### config.mk
export PLATFORM = sky130hd
export DESIGN_NAME = systolic_output_deskew
export DESIGN_NICKNAME = d
export VERILOG_FILES = /design/src/rtl/systolic_output_deskew.sv
export SDC_FILE = /design/constraint.sdc
export NUM_CORES = 1
export LEC_CHECK = 0
export CAP_MARGIN = 5
export CORE_UTILIZATION = 35
export DETAILED_ROUTE_END_ITERATION = 16
export SETUP_SLACK_MARGIN = 0.2
export SYNTH_ARGS = -nofsm -noshare
export SYNTH_HDL_FRONTEND = slang
export SYNTH_SLANG_ARGS = --single-unit
export TNS_END_PERCENT = 50
### constraint.sdc
create_clock -name s_clk -period 2.1 [get_ports s_clk]
set_input_delay 0.63 -clock s_clk [delete_from_list [all_inputs] [get_ports s_clk]]
set_output_delay 0.63 -clock s_clk [all_outputs]
set_load 0.02 [all_outputs]
### src/rtl/systolic_output_deskew.sv
// systolic_output_deskew
// Removes the column skew from the systolic array's result stream. Each lane
// is delayed so that every lane lines up with the last lane. Complete rows
// are buffered in a small FIFO and handed downstream on a valid/ready
// handshake. Sticky flags report dropped rows and inconsistent lane valids.

module systolic_output_deskew #(
  parameter int ARRAY_SIZE = 9,
  parameter int DATA_SIZE  = 8,
  parameter int FIFO_DEPTH = 4
) (
  input  logic                            s_clk,
  input  logic                            s_reset,
  input  logic                            clear,
  input  logic [ARRAY_SIZE*DATA_SIZE-1:0] col_data,
  input  logic [ARRAY_SIZE-1:0]           col_valid,
  output logic [ARRAY_SIZE*DATA_SIZE-1:0] out_data,
  output logic                            out_valid,
  input  logic                            out_ready,
  output logic [15:0]                     row_count,
  output logic                            overflow,
  output logic                            skew_error,
  output logic                            busy
);

  localparam int ROW_W = ARRAY_SIZE * DATA_SIZE;
  localparam int PTR_W = (FIFO_DEPTH > 1) ? $clog2(FIFO_DEPTH) : 1;
  localparam int CNT_W = PTR_W + 1;
  localparam logic [PTR_W-1:0] PTR_ONE  = PTR_W'(1);
  localparam logic [CNT_W-1:0] CNT_ONE  = CNT_W'(1);
  localparam logic [CNT_W-1:0] CNT_FULL = CNT_W'(FIFO_DEPTH);

  logic [ARRAY_SIZE-1:0] aligned_valid;
  logic [ARRAY_SIZE-1:0] lane_busy;
  logic [ROW_W-1:0]      aligned_data;

  // Per-lane delay lines: lane j needs ARRAY_SIZE-1-j stages so that all lanes
  // line up with the last lane, which passes straight through.
  for (genvar j = 0; j < ARRAY_SIZE; j++) begin : g_lane
    localparam int D = ARRAY_SIZE - 1 - j;
    if (D == 0) begin : g_pass
      assign aligned_valid[j]                        = col_valid[j];
      assign aligned_data[j*DATA_SIZE +: DATA_SIZE]  = col_data[j*DATA_SIZE +: DATA_SIZE];
      assign lane_busy[j]                            = 1'b0;
    end else begin : g_dly
      logic [D-1:0]         v_sr;
      logic [DATA_SIZE-1:0] d_sr [D];

      // Shift valid and data one stage per cycle; clear only drops the valids.
      always_ff @(posedge s_clk or negedge s_reset) begin
        if (!s_reset) begin
          v_sr <= '0;
          for (int k = 0; k < D; k++) begin
            d_sr[k] <= '0;
          end
        end else begin
          d_sr[0] <= col_data[j*DATA_SIZE +: DATA_SIZE];
          for (int k = 1; k < D; k++) begin
            d_sr[k] <= d_sr[k-1];
          end
          if (clear) begin
            v_sr <= '0;
          end else begin
            v_sr[0] <= col_valid[j];
            for (int k = 1; k < D; k++) begin
              v_sr[k] <= v_sr[k-1];
            end
          end
        end
      end

      assign aligned_valid[j]                       = v_sr[D-1];
      assign aligned_data[j*DATA_SIZE +: DATA_SIZE] = d_sr[D-1];
      assign lane_busy[j]                           = |v_sr;
    end
  end

  logic             push;
  logic             skew_hit;
  logic             pop;
  logic             full;
  logic             accept;
  logic [ROW_W-1:0] mem [FIFO_DEPTH];
  logic [PTR_W-1:0] wr_ptr;
  logic [PTR_W-1:0] rd_ptr;
  logic [PTR_W-1:0] rd_ptr_inc;
  logic [CNT_W-1:0] count;
  logic [CNT_W-1:0] count_next;
  logic [ROW_W-1:0] head_next;

  // A row exists only when every lane agrees; partial agreement is a fault.
  assign push       = &aligned_valid;
  assign skew_hit   = (|aligned_valid) & ~push;
  assign full       = (count == CNT_FULL);
  assign pop        = out_valid & out_ready;
  assign accept     = push & (~full | pop);
  assign rd_ptr_inc = rd_ptr + PTR_ONE;
  assign busy       = (|lane_busy) | out_valid;

  // Next occupancy and next value of the registered head.
  always_comb begin
    count_next = count;
    head_next  = out_data;
    if (accept && !pop) begin
      count_next = count + CNT_ONE;
    end else if (pop && !accept) begin
      count_next = count - CNT_ONE;
    end else begin
      count_next = count;
    end
    if (pop) begin
      if (count > CNT_ONE) begin
        head_next = mem[rd_ptr_inc];
      end else if (accept) begin
        head_next = aligned_data;
      end else begin
        head_next = out_data;
      end
    end else if (accept && (count == '0)) begin
      head_next = aligned_data;
    end else begin
      head_next = out_data;
    end
  end

  // Row storage; the slot under the write pointer is filled on every accept.
  always_ff @(posedge s_clk or negedge s_reset) begin
    if (!s_reset) begin
      for (int i = 0; i < FIFO_DEPTH; i++) begin
        mem[i] <= '0;
      end
    end else if (!clear && accept) begin
      mem[wr_ptr] <= aligned_data;
    end
  end

  // FIFO pointers, registered head/valid, row counter and sticky flags.
  always_ff @(posedge s_clk or negedge s_reset) begin
    if (!s_reset) begin
      wr_ptr     <= '0;
      rd_ptr     <= '0;
      count      <= '0;
      out_valid  <= 1'b0;
      out_data   <= '0;
      row_count  <= 16'd0;
      overflow   <= 1'b0;
      skew_error <= 1'b0;
    end else if (clear) begin
      wr_ptr     <= '0;
      rd_ptr     <= '0;
      count      <= '0;
      out_valid  <= 1'b0;
      row_count  <= 16'd0;
      overflow   <= 1'b0;
      skew_error <= 1'b0;
    end else begin
      count     <= count_next;
      out_valid <= (count_next != '0);
      out_data  <= head_next;
      if (accept) begin
        wr_ptr    <= wr_ptr + PTR_ONE;
        row_count <= row_count + 16'd1;
      end
      if (pop) begin
        rd_ptr <= rd_ptr_inc;
      end
      if (push && !accept) begin
        overflow <= 1'b1;
      end
      if (skew_hit) begin
        skew_error <= 1'b1;
      end
    end
  end

endmodule

; Yosys cells after proc, flatten, opt, wreduce, memory -nomap -nowiden
; Cells that the tools add are included.
[word_totals]
reg_bits = 710
input_bits = 85
out_inout_bits = 92
elab_cells = 129
[classes]
addsub = 5
order_cmp = 4
eq_ne = 2
muxes = 32
bitwise_logic = 10
n_reduce_logical = 20
[ops]
columns = operator, n
row1 = 2-to-1 mux 72 bit, 7
row2 = bitwise mux 288 bit, 1
row3 = binary-select mux 72 bit (select 2 bit), 1
row4 = demux 72 bit (select 2 bit), 1
row5 = OR reduction 36 bit, 1
row6 = 2-to-1 mux 16 bit, 2
row7 = "adder 16 x 1 -> 16 bit, second input constant", 1
row8 = 2-to-1 mux 3 bit, 4
row9 = 2-to-1 mux 2 bit, 5
row10 = nonzero test 2 bit, 5
row11 = AND reduction 9 bit, 1
row12 = OR reduction 9 bit, 1
row13 = 2-to-1 mux 8 bit, 1
row14 = 2-to-1 mux 7 bit, 1
row15 = ">= comparator 3 bit, second input constant", 2
row16 = logical AND 1 bit, 6
row17 = 2-to-1 mux 1 bit, 6
row18 = 2-to-1 mux 6 bit, 1
row19 = inverter 2 -> 3 bit, 2
row20 = 2-to-1 mux 5 bit, 1
row21 = "adder 2 x 1 -> 2 bit, second input constant", 2
row22 = 2-to-1 mux 4 bit, 1
row23 = "adder 3 x 1 -> 3 bit, second input constant", 1
row24 = bitwise AND 1 bit, 3
row25 = other kinds (11), 16

; Logic depth before layout (Yosys ltp)
; Gate-level depths: netlist of the first run.
[logic_depth]
word_depth = 10
ltp_mapped = 11
mapped_depth_nobuf = 7

; Worst setup path before layout of the first run
; Ideal clock, no wire load.
[synth_path]
kind = input to register
start = input port out_ready
end = register out_data[63]
setup_time_ns = 0.134
t_arrival_ns = 2.138
required_time_ns = 1.966
slack_ns = -0.172
path_stages = 10
n_path_buf = 5
cell_sequence = and2_1 -> clkbuf_1 -> o21ai_1 -> buf_2 -> a221o_1 -> buf_2 -> buf_2 -> clkbuf_1 -> nand2_1 -> o21ai_0
[synth_via]
elab_chain_len = 6
word_cells_on_any_way = 8
cone_classes = eq/ne: 1 / mux: 1 / bitwise: 3 / reduce/logical: 3
[synth_lines]
columns = element, line
row1 = start: declaration, 19  ; input logic out_ready,
row2 = bitwise AND 1 bit (*), 95  ; assign pop = out_valid & out_ready;
row3 = bitwise OR 1 bit, 96  ; assign accept = push & (~full | pop);
row4 = bitwise AND 1 bit, 96
row5 = logical AND 1 bit, 119  ; end else if (accept && (count == '0)) begin
row6 = nonzero test 2 bit (no source line), n/a
row7 = AND reduction 3 bit (no source line), n/a
row8 = end signal: assignment, 159  ; out_data <= head_next;
row9 = end: declaration, 17  ; output logic [ARRAY_SIZE*DATA_SIZE-1:0] out_data,
; Mark *: on every way between the ends. The rest lies on a longest branch, timed or not.
; A chain may end at the register's enable or synchronous reset.

; Worst setup path in the final report of the first run
[layout_path]
start = register g_lane[5].g_dly.v_sr[0]
end = output port busy
[layout_via]
elab_chain_len = 2
[layout_lines]
columns = element, line
row1 = start: declaration, 46  ; logic [D-1:0] v_sr;
row2 = start signal: assignment, 64  ; v_sr[0] <= col_valid[j];
row3 = start signal: indexed assignment, 66  ; v_sr[k] <= v_sr[k-1];
row4 = OR reduction 36 bit, 98  ; assign busy = (|lane_busy) | out_valid;
row5 = bitwise OR 1 bit, 98
row6 = end: declaration, 23  ; output logic busy
; No other way between the ends.

==> results of run 1 <==
## power by group through the flow
| stage | Clock, mW | Combinational [mW] | Sequential (mW) |
|---|---|---|---|
| floorplan | 0 | 0.0860 | 14.3 |
| detailed placement | 0 | 0.691 | 14.4 |
| CTS | 14.3 | 0.700 | 14.1 |
| global placement | 0 | 0.674 | 14.4 |
| global route | 14.9 | 0.770 | 14.2 |
| finish | 13.9 | 0.678 | 14.1 |
## timing repair
action                                  4_1_cts  5_1_grt
setup buffers                                30       24
pin swaps                                     7       78
hold endpoints to repair                     23        0
gates resized for setup                     498      201
endpoints found under the setup margin      460      376
hold buffers                                  1        0
cloned                                       35       15
## sequential cells by signal (all words and copies together), names as in the netlist
signal / cells
aligned_data: 56
rd_ptr: 2
out_data: 72
out_valid: 1
count: 3
skew_error: 1
overflow: 1
g_lane.g_dly.v_sr: 36
row_count: 16
wr_ptr: 2
g_lane.g_dly.d_sr: 232
mem: 288
## through the flow
step	setup slack (ns)	hold slack [ns]	TNS (ns)	util (%)	area, sq um
floorplan	-0.01324	0.3312	-0.9541	-	25590
global placement	-0.7995	0.3313	-244.20	40.74	29230
detailed placement	-0.7805	0.3347	-239.41	40.74	29230
CTS	-0.5302	0.3444	-25.93	46.20	33140
global route	-0.5469	0.3462	-81.11	48.03	34460
finish	-0.4411	0.3417	-56.61	48.03	34460
## layer usage
metal  wire, um  GRT usage (%)  part of all wire, %
met4       1436          5.248                  2.3
met3       2362          2.742                  3.9
met2      30670          26.79                   50
met5          0              0                    0
met1      26840          21.97                   44
## layout make-up
type	instances	area, sq um
clock buffer	108	2268
clock inverter	32	371.6
fill	6022	37280
inverter	7	26.28
multi-input combinational	750	8307
sequential	710	17780
tap	950	1189
timing repair buffer	358	4511
## synth_stat cells, drive strengths merged, types with 2 or more instances
cell type / count
mux2: 290
nor2: 23
nand2b: 2
dfrtp: 710
and2: 2
inv: 7
buf: 44
xor2: 3
or3: 3
mux2i: 76
nor4: 16
a21oi: 3
nand4: 6
nor3: 5
nand3: 10
nand2: 87
ha: 9
nor2b: 38
mux4: 72
o21ai: 75
and3: 3
clkbuf: 37
xnor2: 15
## final timing paths
kind,startpoint,to,slack [ns],depth (start not counted)
worst max-delay path,g_lane[5].g_dly.v_sr[0],busy,-0.44,4
worst min-delay path,g_lane[0].g_dly.d_sr[10],aligned_data[2],0.34,0
worst max register to register,g_lane[0].g_dly.v_sr[7],mem[223],-0.23,10
worst min register to register,g_lane[0].g_dly.d_sr[10],aligned_data[2],0.34,0
max in group asynchronous,s_reset,row_count[0],0.78,4
min in group asynchronous,s_reset,g_lane[6].g_dly.d_sr[9],0.50,2
## worst register-to-register path: cells and delay by family (launching register included)
family | cells | cell delay, ns
muxes | 1 | 0.30
DFF | 1 | 0.39
buffers and inverters | 5 | 0.73
and+or+nand+nor | 4 | 0.80
## cell families after synthesis
family	share of synthesized area [%]
flip-flops	69.82
multiplexers	22.20
AND/OR/NAND/NOR	3.727
buffers and inverters	1.455
AO/OA/AOI/OAI	1.736
XOR/XNOR	0.6196
adder cells (fa/ha/maj)	0.4426
==> flow_summary.json, run 1 <==
{
  "worstPathCellList": "nor4_2, nand4_1, or3_4, buf_6",
  "ys_async_sr_fraction_pct": 100.0,
  "clock_latency_ns": 0.62,
  "dp_hpwl_um": 31010,
  "core_area_sq_um": 71730,
  "wl_per_cell_um": 21.03,
  "post-route-period-util_pct": 121.0,
  "total_power_mw": 28.69,
  "cts_max_level": 3,
  "synth_top_area_share_pct": 69.82,
  "synth.distinct_cells": 35,
  "first_iter_violations": 598,
  "fmax_mhz": 393.5,
  "outcome": "finished, violations left",
  "worst_slew_pin_slew_ns": 0.5741,
  "cts.clk_slew.worst_paths_ns": 0.06,
  "antenna_found_initial": 0,
  "clockRootBuffer": "clkbuf_16",
  "fin_skew_ns": 0.02072,
  "clockBufferDepth": 3,
  "ant_nets": 0,
  "diodes": 0,
  "clock_sinks": 710,
  "cp_num_buf_inv": 1,
  "synthCells": 1544,
  "p_int_mw": 22.69,
  "swShare_pct": 20.90,
  "rsz0062_at_grt": "yes",
  "synth_top_area_cell": "dfrtp_1",
  "path_max_fanout": 2,
  "criticalPathCategory": "reg2out",
  "peakVddDrop_mv": 0.6024,
  "fp.dieH_um": 271.6,
  "die_area_sq_um": 73780,
  "grt_max_degree": 80,
  "cellLeakagePower_nw": 16.81,
  "hold_path_class": "reg2reg",
  "synth_nets": 1638,
  "slowest_delay_ns": 0.39,
  "drc": 0,
  "die_x_um": 271.6,
  "final_max_slew_viol_count": 0,
  "final_cell_mix": "dfrtp_1 (701), mux2_2 (235), clkbuf_16 (91)",
  "drv_cap": 0,
  "drive_above_1_share_pct": 45.55,
  "rows": 98,
  "slew_headroom_pct": 61.73,
  "syn_avg_cell_area_sq_um": 16.48,
  "grt_pass1_vias": 15120,
  "setup_viol": 361,
  "endpoint_kind": "output port",
  "synth-edff-count": 0,
  "placed_cells": 2670,
  "yosys-top-cells-area": "dfrtp_1 (70%), mux2_2 (11%), mux4_2 (6.4%)",
  "cts_buffers": 77,
  "p_seq_share_pct": 49.3,
  "stdcell_count": 2915,
  "worstPathArrival_ns": 1.91,
  "clkPwrFrac_pct": 48.4,
  "slowest_stage": "dfrtp_1",
  "final_common_cell": "dfrtp_1",
  "start_util_pct": 35.47,
  "io_buffers": 176,
  "crit_path_start_kind": "register",
  "switchingPower_mw": 5.995,
  "min_period_ns": 2.541,
  "setup_ws_ns": -0.4411,
  "cts_tree": "yes",
  "wl_um": 61310,
  "routed_via_density": 4.797,
  "synth-seq-cells": 710,
  "p_per_area_nw_per_um2": 832.5,
  "crit_required_ns": 1.47,
  "vias": 13980,
  "synth-main-ff-cell": "dfrtp_1",
  "grt_pass1_wl_um": 91810,
  "synth_area_sq_um": 25450,
  "hold_viol_final": 0,
  "crit_family": "simple AND/OR/NAND/NOR gates",
  "io_pins": 177,
  "overflow": 0,
  "nets": 1998,
  "violations": "setup timing",
  "yosys_warnings": 0,
  "synthToLayoutAreaGrowth_pct": 35.41,
  "yosysSeqAreaShare_pct": 69.82,
  "dr.pass1.iters": 4,
  "routabilityCongestion": 0.7282,
  "pwr-share-comb_pct": 2.4,
  "grt_usage_pct": 16.28
}
No activity file was read; power rests on OpenSTA's default activity.
==> inputs of run 2 (changes only) <==
CAP_MARGIN = 10   (was 5)
CTS_CLUSTER_DIAMETER = 150   (was default)
==> results of run 2 <==
Same layout as run 1: the final DEF is identical, and so are final timing and power.
